$ cat src/rtl/alarm_unit.sv
// rtl/alarm_unit.sv - BCD alarm comparator with ring/snooze/timeout FSM (optional ALARM_MISSED_FLAG_EN)
module alarm_unit #(
    parameter int SNOOZE_MIN     = 5,
    parameter int RING_TIMEOUT_S = 60,
    parameter int MAX_SNOOZE     = 3
) (
    input  logic       clk,
    input  logic       resetn,
    input  logic       tick,
    input  logic [7:0] h,
    input  logic [7:0] m,
    input  logic [7:0] s,
    input  logic       arm,
    input  logic       set_en,
    input  logic [7:0] set_hour,
    input  logic [7:0] set_minute,
    input  logic       snooze_btn,
    input  logic       stop_btn,
    output logic       ring,
    output logic       snoozing,
    output logic [3:0] snooze_cnt,
    output logic [7:0] alarm_h,
    output logic [7:0] alarm_m,
    output logic       set_err,
    output logic       missed
);

    localparam logic [1:0] ST_IDLE   = 2'd0;
    localparam logic [1:0] ST_RING   = 2'd1;
    localparam logic [1:0] ST_SNOOZE = 2'd2;

    localparam logic [15:0] SNOOZE_LOAD = 16'(SNOOZE_MIN * 60 - 1);
    localparam logic [7:0]  RING_LAST   = 8'(RING_TIMEOUT_S - 1);
    localparam logic [3:0]  SNOOZE_MAX  = 4'(MAX_SNOOZE);

    logic [1:0]  state;
    logic        match_d;
    logic        snooze_d;
    logic        stop_d;
    logic [7:0]  ring_timer;
    logic [15:0] snooze_timer;

    logic match;
    logic trigger;
    logic snooze_edge;
    logic stop_edge;
    logic snooze_ok;
    logic ring_timeout;
    logic set_ok;

    // Numeric compare on BCD is decimal-correct once every nibble is a digit.
    function automatic logic bcd_ok(input logic [7:0] v, input logic [7:0] lim);
        return (v[7:4] <= 4'd9) && (v[3:0] <= 4'd9) && (v <= lim);
    endfunction

    assign set_ok      = bcd_ok(set_hour, 8'h23) && bcd_ok(set_minute, 8'h59);
    assign match       = (h == alarm_h) && (m == alarm_m) && (s == 8'h00);
    assign trigger     = arm && match && !match_d && (state == ST_IDLE);
    assign snooze_edge = snooze_btn && !snooze_d;
    assign stop_edge   = stop_btn && !stop_d;
    assign snooze_ok   = snooze_edge && (snooze_cnt < SNOOZE_MAX);

    // Unattended ringing expires only when no higher-priority event claims the cycle.
    assign ring_timeout = (state == ST_RING) && arm && !stop_edge && !snooze_ok &&
                          tick && (ring_timer == RING_LAST);

    assign ring     = (state == ST_RING);
    assign snoozing = (state == ST_SNOOZE);

    always_ff @(posedge clk or negedge resetn) begin
        if (!resetn) begin
            state        <= ST_IDLE;
            match_d      <= 1'b0;
            snooze_d     <= 1'b0;
            stop_d       <= 1'b0;
            ring_timer   <= 8'd0;
            snooze_timer <= 16'd0;
            snooze_cnt   <= 4'd0;
            alarm_h      <= 8'h00;
            alarm_m      <= 8'h00;
            set_err      <= 1'b0;
        end else begin
            match_d  <= match;
            snooze_d <= snooze_btn;
            stop_d   <= stop_btn;
            set_err  <= set_en && !set_ok;
            if (set_en && set_ok) begin
                alarm_h <= set_hour;
                alarm_m <= set_minute;
            end

            case (state)
                ST_IDLE: begin
                    if (trigger) begin
                        state      <= ST_RING;
                        ring_timer <= 8'd0;
                        snooze_cnt <= 4'd0;
                    end else if (stop_edge) begin
                        snooze_cnt <= 4'd0;
                    end
                end
                ST_RING: begin
                    if (!arm) begin
                        state <= ST_IDLE;
                    end else if (stop_edge) begin
                        state      <= ST_IDLE;
                        snooze_cnt <= 4'd0;
                    end else if (snooze_ok) begin
                        state        <= ST_SNOOZE;
                        snooze_cnt   <= snooze_cnt + 4'd1;
                        snooze_timer <= SNOOZE_LOAD;
                    end else if (ring_timeout) begin
                        state <= ST_IDLE;
                    end else if (tick) begin
                        ring_timer <= ring_timer + 8'd1;
                    end
                end
                ST_SNOOZE: begin
                    if (!arm) begin
                        state <= ST_IDLE;
                    end else if (stop_edge) begin
                        state      <= ST_IDLE;
                        snooze_cnt <= 4'd0;
                    end else if (tick) begin
                        if (snooze_timer == 16'd0) begin
                            state      <= ST_RING;
                            ring_timer <= 8'd0;
                        end else begin
                            snooze_timer <= snooze_timer - 16'd1;
                        end
                    end
                end
                default: state <= ST_IDLE;
            endcase
        end
    end

`ifdef ALARM_MISSED_FLAG_EN
    logic missed_q;

    // Setting on timeout takes precedence over any clear in the same cycle.
    always_ff @(posedge clk or negedge resetn) begin
        if (!resetn) begin
            missed_q <= 1'b0;
        end else if (ring_timeout) begin
            missed_q <= 1'b1;
        end else if (stop_edge || (set_en && set_ok)) begin
            missed_q <= 1'b0;
        end
    end

    assign missed = missed_q;
`else
    assign missed = 1'b0;
`endif

endmodule

$ cat config.mk
export PLATFORM = sky130hd
export DESIGN_NAME = alarm_unit
export DESIGN_NICKNAME = d
export VERILOG_FILES = /design/src/rtl/alarm_unit.sv
export SDC_FILE = /design/constraint.sdc
export NUM_CORES = 1
export LEC_CHECK = 0
export ABC_AREA = 1
export CAP_MARGIN = 15
export CORE_MARGIN = 10
export CORE_UTILIZATION = 50
export CTS_CLUSTER_DIAMETER = 150
export DETAILED_ROUTE_END_ITERATION = 12
export PLACE_DENSITY = 0.79
export RECOVER_POWER = 100
export SLEW_MARGIN = 5
export SYNTH_ARGS = -nofsm -noshare
export SYNTH_HDL_FRONTEND = slang
export SYNTH_SLANG_ARGS = --single-unit
$ cat constraint.sdc
create_clock -name clk -period 2.1 [get_ports clk]
set_input_delay 0.63 -clock clk [delete_from_list [all_inputs] [get_ports clk]]
set_output_delay 0.63 -clock clk [all_outputs]
set_load 0.02 [all_outputs]
==> impl_metrics.csv, run 1 <==
group,metric,value,unit
outcome,status,"finished clean",
sta,tightest_slew,1.27,ns
yosys,synth_cell_types,37,
placed_design,placed_area,4140,um^2
detailed_routing,first_pass_iters,4,
setup_path,start_kind,"flop",
setup_path,crit_type,"reg -> out",
yosys,syn_area_per_cell,7.12,um^2
cts,clk_path_buf_depth,2,
power,power,3.82,mW
yosys,ys.warnings.count,0,
detailed_routing,drt_iter0_drc,152,
power,peakVddDrop,454,uV
setup_path,crit_family,"buffers and inverters",
sta,setup_viol,0,
power,p_per_area,903,nW/um^2
placed_design,hpwlAfterDp,6410,um
floorplan,fp.dieW,101,um
cts,cts_buffers,5,
sta,max_freq,496,MHz
floorplan,initial_core_util,0.517,
cts,numClockSinks,50,
cts,clock-root-buffer,"clkbuf_8",
sta,period_minus_slack,2.02,ns
final_layout,stdcell_count,620,
final_layout,finalNetCount,599,
setup_path,slowest_stage,"dlygate4sd3_1",
yosys,async_reset_ff_frac,1.00,
setup_path,path_buf_inv,1,
yosys,synth_nets,516,
detailed_routing,postRouteWirelength,8230,um
setup_path,crit_path_cell_trace,"dlygate4sd3_1",
setup_path,required,1.47,ns
global_routing,grt_pass1_wl,14100,um
sta,rsz0062_at_grt,"no",
sta,period_share,0.960,
detailed_routing,wl_per_cell,13.3,um
global_routing,grt-ovfl-total,0,
yosys,synthCells,461,
global_routing,grt_pass1_vias,3118,
final_layout,drive_gt1_frac,0.101,
global_routing,grt_usage,0.164,
detailed_routing,vias_per_cell,5.00,
final_layout,final_core_util,0.666,
floorplan,coreArea,6350,um^2
global_routing,antenna_found_initial,0,
setup_path,r2r_setup_slack,0.18,ns
floorplan,die-area,10200,um^2
setup_path,cp_max_fo,3,
sta,slew_viol_final,0,
yosys,synth_ff_type,"dfrtp_1",
detailed_routing,drc,0,
cts,clock_latency,0.30,ns
final_layout,syn_to_final_growth,28.8,%
sta,skew,0.00795,ns
cts,path_clk_slew,0.09,ns
floorplan,io_pins,71,
cts,cts_max_level,2,
setup_path,cp_data_arrival_time,1.39,ns
floorplan,die_y,101,um
placed_design,dp_cells,612,
sta,relSlewSlack,0.152,
detailed_routing,vias,3100,
yosys,synth_seq_cells,50,
setup_path,critPathCaptureType,"output port",
hold_path,hold_path.class,"reg -> reg",
cts,cts_tree,"done",
job,maxCapViolCount,0,
yosys,synth_area,3280,um^2
detailed_routing,drt.antenna.violating_nets,0,
final_layout,final_area,4230,um^2
power,p_leak,2.07,nW
floorplan,core.rowCount,29,
yosys,synth_seq_area_share,0.381,
global_routing,grt_max_degree,51,
placed_design,io_buffer_count,69,
placed_design,place.gp.congestion,0.864,
sta,hold_viol_final,0,
final_layout,n_antenna_cell,0,
yosys,synth-edff-count,0,
setup_path,max_stage_delay,0.69,ns
[through the flow]
step / setup slack (ns) / TNS, ns / hold slack, ns
3_3_place_gp: -0.189 / -2.66 / 0.492
6_report: 0.0847 / 0 / 0.524
3_5_place_dp: -0.261 / -4.24 / 0.505
4_1_cts: 0.0389 / 0 / 0.314
5_1_grt: 0.00490 / 0 / 0.556
2_1_floorplan: 0.287 / 0 / 0.334
[Yosys cell counts, types with 3 or more instances]
master | number | area, um^2
buf_2 | 3 | 15.0
nand3_1 | 28 | 140
nor2_2 | 5 | 31.3
nor3_1 | 11 | 55.1
xor2_1 | 8 | 70.1
dfrtp_1 | 50 | 1250
buf_6 | 5 | 56.3
o21ai_0 | 14 | 70.1
nand2_2 | 5 | 31.3
nor2_1 | 54 | 203
inv_1 | 56 | 210
ha_1 | 8 | 100
nand4_1 | 7 | 43.8
nand3b_1 | 3 | 22.5
nor2_4 | 3 | 33.8
nand2_1 | 141 | 529
o21ai_1 | 6 | 30.0
a21oi_1 | 12 | 60.1
o31ai_1 | 7 | 52.6
xnor2_1 | 11 | 96.3
inv_2 | 5 | 18.8
[report_power, final]
group	switching [mW]	internal, mW	total, mW
logic	1.11	0.779	1.89
clock network	0.298	0.255	0.553
registers	0.218	1.16	1.38
total	1.63	2.19	3.82
[cells by family (layout without fill, tap and decap cells)]
group / count (synthesis) / count (layout) / share of synthesized area
compound gates: 43 / 43 / 0.0744
xor+xnor: 19 / 19 / 0.0507
fa+ha+maj: 8 / 8 / 0.0305
buf+inv: 74 / 156 / 0.0984
flops: 50 / 50 / 0.381
other cells: 1 / 1 / 0.00114
simple gates: 266 / 266 / 0.363
[sequential cells by signal (all words and copies together) (netlist names)]
name and flops:
alarm_h 8, alarm_m 8, match_d 1, ring_timer 8, set_err 1, snooze_cnt 4, snooze_d 1, snooze_timer 16
state 2, stop_d 1
[layout by cell type (no fill, tap or decap), drive strengths merged, types with 11 or more instances in the layout]
| cell type | instances |
|---|---|
| a21oi | 12 |
| buf | 16 |
| clkbuf | 11 |
| clkdlybuf4s50 | 61 |
| dfrtp | 50 |
| inv | 61 |
| nand2 | 147 |
| nand3 | 30 |
| nor2 | 63 |
| nor3 | 12 |
| o21ai | 21 |
| xnor2 | 11 |
[area by class of cell]
| cell class | count | area, um^2 |
|---|---|---|
| clock buffers | 6 | 82.6 |
| flip-flops and latches | 50 | 1250 |
| well taps | 77 | 96.3 |
| fillers | 558 | 2120 |
| inverters | 62 | 235 |
| repair buffers | 88 | 827 |
| multi-input cells | 337 | 1730 |
[routing by layer]
layer  routed length, um  global-route usage  vias up
li1                    -                   -     1608
met2                4060               0.274       75
met5                   0                   0        -
met1                3410               0.188     1411
met4                  53              0.0354        0
met3                 702              0.0727        6
[path summary, 6_finish.rpt]
path,from,end,cells past startpoint
worst max-delay path,snooze_cnt[3],snooze_cnt[3],1
worst min-delay path,alarm_m[5],alarm_m[5],2
worst max register to register,state[0],ring_timer[1],12
worst min register to register,alarm_m[5],alarm_m[5],2
max in group asynchronous,resetn,snooze_cnt[0],2
min in group asynchronous,resetn,snooze_timer[13],2
[repair_timing]
| action | in CTS | in global routing |
|---|---|---|
| setup endpoints to repair | 2 | 22 |
| hold buffers | 0 | 0 |
| setup buffers | 0 | 2 |
| hold endpoints to repair | 0 | 0 |
| pin swaps | 0 | 3 |
| resized for setup | 2 | 10 |
No activity file was read; power rests on OpenSTA's default activity.
==> run 2: changes to the inputs <==
CAP_MARGIN = 20   (was 15)
GPL_ROUTABILITY_DRIVEN = 1   (was default)
clock period = 2.2 ns   (was 2.1 ns; I/O delays follow)
==> run 2 against run 1 <==
Effect of this change: via count up 0.23%; highest routed layer unchanged; clock skew up 0.0028 ns; hold slack worse by 0.10 ns; critical endpoint is now snooze_cnt[0]; die area unchanged; sequential power down 5%; design area down 0.41%; clock power up 17%; power down 3.3%; sequential cell count unchanged.
==> impl_metrics.csv, run 2 (synthesis gave the netlist of run 1 again) <==
group,metric,value,unit
outcome,status,"finished clean",
placed_design,dp_slack,-0.146,ns
floorplan,initial_core_util,0.517,
final_layout,top_register,"snooze_timer",
detailed_routing,vias_per_cell,5.01,
global_routing,grt-ovfl-total,0,
detailed_routing,vias,3107,
setup_path,cp_data_arrival_time,1.44,ns
global_routing,grt_usage,0.165,
cts,path_clk_slew,0.10,ns
final_layout,finalNetCount,596,
floorplan,io_pins,71,
sta,slew_viol_final,0,
setup_path,cp_max_fo,7,
placed_design,place.gp.congestion,0.864,
cts,clock-root-buffer,"clkbuf_8",
detailed_routing,drt.antenna.violating_nets,0,
cts,cts_buffers,5,
cts,cts_max_level,2,
cts,cts_tree,"done",
setup_path,required,1.54,ns
floorplan,die-area,10200,um^2
detailed_routing,wl_per_cell,13.1,um
cts,cts_setup_buffers,0,
hold_path,hold_path.class,"in -> async",
final_layout,final_area,4210,um^2
power,p_leak,2.10,nW
cts,cts.hold.buffers_added,0,
final_layout,final_core_util,0.663,
sta,fin_ws,0.0990,ns
job,maxCapViolCount,0,
final_layout,syn_to_final_growth,28.3,%
floorplan,core.rowCount,29,
final_layout,largest_register_ffs,16,
setup_path,crit_type,"reg -> out",
placed_design,hpwlAfterDp,6580,um
sta,period_minus_slack,2.10,ns
cts,numClockSinks,50,
setup_path,crit_family,"buffers and inverters",
placed_design,placed_area,4120,um^2
global_routing,grt_pass1_wl,13900,um
final_layout,drive_gt1_frac,0.0867,
power,peakVddDrop,418,uV
cts,clk_path_buf_depth,2,
setup_path,path_buf_inv,1,
power,p_per_area,877,nW/um^2
placed_design,io_buffer_count,69,
setup_path,start_kind,"flop",
floorplan,fp.dieW,101,um
final_layout,layout_common_cells,"141 x nand2_1, 56 x inv_1, 54 x nor2_1",
sta,max_freq,476,MHz
sta,skew,0.0108,ns
cts,clock_latency,0.31,ns
final_layout,layout_commonest_cell,"nand2_1",
detailed_routing,first_pass_iters,4,
setup_path,max_stage_delay,0.65,ns
sta,rsz0062_at_grt,"no",
global_routing,grt_pass1_vias,3063,
detailed_routing,drc,0,
sta,setup_viol,0,
global_routing,antenna_found_initial,1,
sta,hold_viol_final,0,
setup_path,crit_path_cell_trace,"clkdlybuf4s50_1",
floorplan,coreArea,6350,um^2
setup_path,slowest_stage,"clkdlybuf4s50_1",
detailed_routing,drt_iter0_drc,157,
sta,tightest_slew,0.852,ns
sta,relSlewSlack,0.432,
sta,period_share,0.955,
detailed_routing,postRouteWirelength,8150,um
global_routing,grt_max_degree,25,
final_layout,nFillCells,538,
setup_path,critPathCaptureType,"output port",
floorplan,die_y,101,um
-- run 2: cell count changes in the layout (fill, tap and decap cells not counted), moves of 2 or more --
| cell | delta |
|---|---|
| o31ai_2 | -2 |
| dlygate4sd3_1 | +16 |
| o31ai_1 | +2 |
| clkinv_2 | +2 |
| nor2_2 | -3 |
| clkdlybuf4s50_1 | -15 |
| nor2_1 | +3 |
-- run 2: per-stage QoR --
stage          instances  total power [mW]  hold slack, ns  TNS [ns]
6_report             620              3.69           0.420         0
5_1_grt              619              4.01           0.488         0
4_1_cts              619              3.74           0.249         0
3_5_place_dp         611              3.10           0.506     -2.18
3_3_place_gp         611              3.05           0.491     -1.14
2_1_floorplan        461              2.53           0.364         0
-- run 2: routing by layer --
layer,vias to the layer above,track usage,routed length (um)
met2,84,0.272,3930
li1,1612,-,-
met1,1403,0.191,3420
met4,0,0.0397,94
met3,8,0.0748,712
met5,-,0,0
-- run 2: final cells by class --
type | instances | area (um^2) | share of cell area
sequential | 50 | 1250 | 0.297
inverter | 62 | 233 | 0.0553
timing repair buffer | 85 | 806 | 0.191
tap | 77 | 96.3 | 0.0229
multi-input combinational | 337 | 1710 | 0.407
clock inverter | 3 | 40.0 | 0.00951
clock buffer | 5 | 68.8 | 0.0163
antenna | 1 | 2.50 | 0.000595
-- run 2: path summary, 6_finish.rpt --
kind                                from             to  slack (ns)  depth (start not counted)
setup / recovery           snooze_cnt[0]  snooze_cnt[0]         0.1                          1
hold / removal                    resetn  snooze_cnt[2]        0.42                          1
setup reg to reg                state[0]  ring_timer[4]        0.24                         11
hold reg to reg               alarm_m[5]     alarm_m[5]        0.52                          2
max in group asynchronous         resetn  ring_timer[0]        0.68                          2
min in group clk              alarm_m[5]     alarm_m[5]        0.52                          2
-- run 2: report_power, final --
group	switching, mW	leakage (nW)	internal, mW
clock	0.312	0.0579	0.335
sequential	0.206	0.651	1.11
combinational	1.03	1.39	0.701
total	1.55	2.10	2.14
-- run 2: what timing repair did --
| action | 4_1_cts | 5_1_grt |
|---|---|---|
| cloned | 0 | 0 |
| endpoints found under the setup margin | 2 | 8 |
| gates resized for setup | 2 | 1 |
==> run 3: changes to the inputs <==
CORE_MARGIN = 2   (was 10)
==> run 3 against run 2 <==
Effect of this change: combinational power about the same; wire length down 8.1%; first-iteration DRC count down 22%; non-clock buffer count up 5; count of clock-buffer cells in the layout up 2; sequential power about the same; largest cell class unchanged; cell count up 0.65%; clock power down 15%.
==> impl_metrics.csv, run 3 (synthesis gave the netlist of run 1 again) <==
group,metric,value,unit
setup_path,max_stage_delay,0.70,ns
placed_design,dp_cells,616,
detailed_routing,postRouteWirelength,7490,um
detailed_routing,wl_per_cell,12.0,um
cts,cts.hold.buffers_added,0,
setup_path,path_buf_inv,1,
cts,clock_latency,0.30,ns
power,power,3.61,mW
cts,cts_max_level,2,
sta,slew_viol_final,0,
global_routing,grt_pass1_wl,12900,um
detailed_routing,vias,3157,
final_layout,n_antenna_cell,0,
final_layout,drive_gt1_frac,0.0896,
setup_path,cp_max_fo,4,
setup_path,r2r_setup_slack,0.23,ns
detailed_routing,drc,0,
setup_path,required,1.54,ns
global_routing,grt-ovfl-total,0,
setup_path,worst-path-stages,1,
global_routing,grt_max_degree,25,
setup_path,start_kind,"flop",
cts,cts_tree,"done",
final_layout,largest_register_ffs,16,
final_layout,layout_common_cells,"141 x nand2_1, 56 x inv_1, 54 x nor2_1",
setup_path,slowest_stage,"dlygate4sd3_1",
cts,clock-root-buffer,"clkbuf_8",
floorplan,fp.dieW,85,um
sta,hold_viol_final,0,
sta,rsz0062_at_grt,"no",
floorplan,die-area,7230,um^2
final_layout,finalNetCount,601,
floorplan,die_y,85,um
global_routing,grt_usage,0.218,
setup_path,r2r_start,"state[0]",
power,peakVddDrop,412,uV
cts,cts_buffers,5,
sta,period_share,0.949,
setup_path,cp_data_arrival_time,1.43,ns
detailed_routing,drt.antenna.violating_nets,0,
setup_path,critPathLaunch,"alarm_h[1]",
setup_path,crit_family,"buffers and inverters",
sta,relSlewSlack,0.355,
placed_design,place.gp.congestion,0.852,
sta,max_freq,479,MHz
setup_path,crit_type,"reg -> out",
cts,clk_path_buf_depth,2,
cts,numClockSinks,50,
global_routing,grt_pass1_vias,3036,
final_layout,stdcell_count,624,
placed_design,placed_area,4140,um^2
detailed_routing,drt_iter0_drc,123,
detailed_routing,vias_per_cell,5.06,
sta,skew,0.00647,ns
job,maxCapViolCount,0,
sta,tightest_slew,0.967,ns
final_layout,layout_commonest_cell,"nand2_1",
sta,setup_viol,0,
power,p_leak,2.10,nW
final_layout,syn_to_final_growth,28.0,%
power,p_per_area,860,nW/um^2
setup_path,worstReg2RegEnd,"ring_timer[6]",
final_layout,top_register,"snooze_timer",
outcome,status,"finished clean",
placed_design,io_buffer_count,69,
sta,period_minus_slack,2.09,ns
final_layout,final_area,4200,um^2
setup_path,crit_path_cell_trace,"dlygate4sd3_1",
global_routing,antenna_found_initial,0,
setup_path,critPathCaptureType,"output port",
final_layout,nFillCells,545,
floorplan,core.rowCount,29,
floorplan,coreArea,6350,um^2
floorplan,io_pins,71,
detailed_routing,first_pass_iters,4,
cts,path_clk_slew,0.09,ns
sta,fin_setup_tns,0,ns
hold_path,hold_path.class,"in -> async",
placed_design,hpwlAfterDp,6030,um
floorplan,initial_core_util,0.517,
setup_path,r2r_cells,11,
run 3: area by class of cell:
type	count	area [um^2]	share of cell area
clock inverters	1	5.00	0.00119
flip-flops and latches	50	1250	0.298
inverters	62	233	0.0554
multi-input cells	337	1710	0.406
repair buffers	90	821	0.195
well taps	77	96.3	0.0229
clock buffers	7	86.3	0.0206
run 3: worst max-delay path by stage:
stage	end	slack, ns
5_1_grt	alarm_h[4]	0.02
3_3_place_gp	snooze_timer[9]	-0.04
6_report	alarm_h[1]	0.11
3_5_place_dp	ring_timer[1]	-0.09
4_1_cts	ring	0.12
2_1_floorplan	snooze_timer[2]	0.39
run 3: where the power goes:
part,switching (mW),internal (mW),total [mW]
Sequential,0.208,1.11,1.31
Clock,0.295,0.254,0.549
Combinational,1.03,0.716,1.75
Total,1.53,2.08,3.61
run 3: stage by stage:
step	setup slack [ns]	util	hold WS, ns
after floorplan	0.387	-	0.364
after detailed placement	-0.0928	0.652	0.505
after CTS	0.120	0.666	0.285
after global routing	0.0245	0.661	0.551
final	0.113	0.661	0.485
after global placement	-0.0363	0.652	0.488
run 3: what timing repair did:
item | in CTS | in global routing
gates resized for setup | 2 | 0
endpoints found under the setup margin | 2 | 0
hold endpoints to repair | 0 | 0
buffers inserted | 0 | 0
run 3: routing by layer:
| layer | routed length (um) | global-route usage |
|---|---|---|
| met5 | 0 | 0 |
| met4 | 148 | 0.0794 |
| met3 | 501 | 0.0486 |
| met1 | 3130 | 0.268 |
| met2 | 3710 | 0.374 |
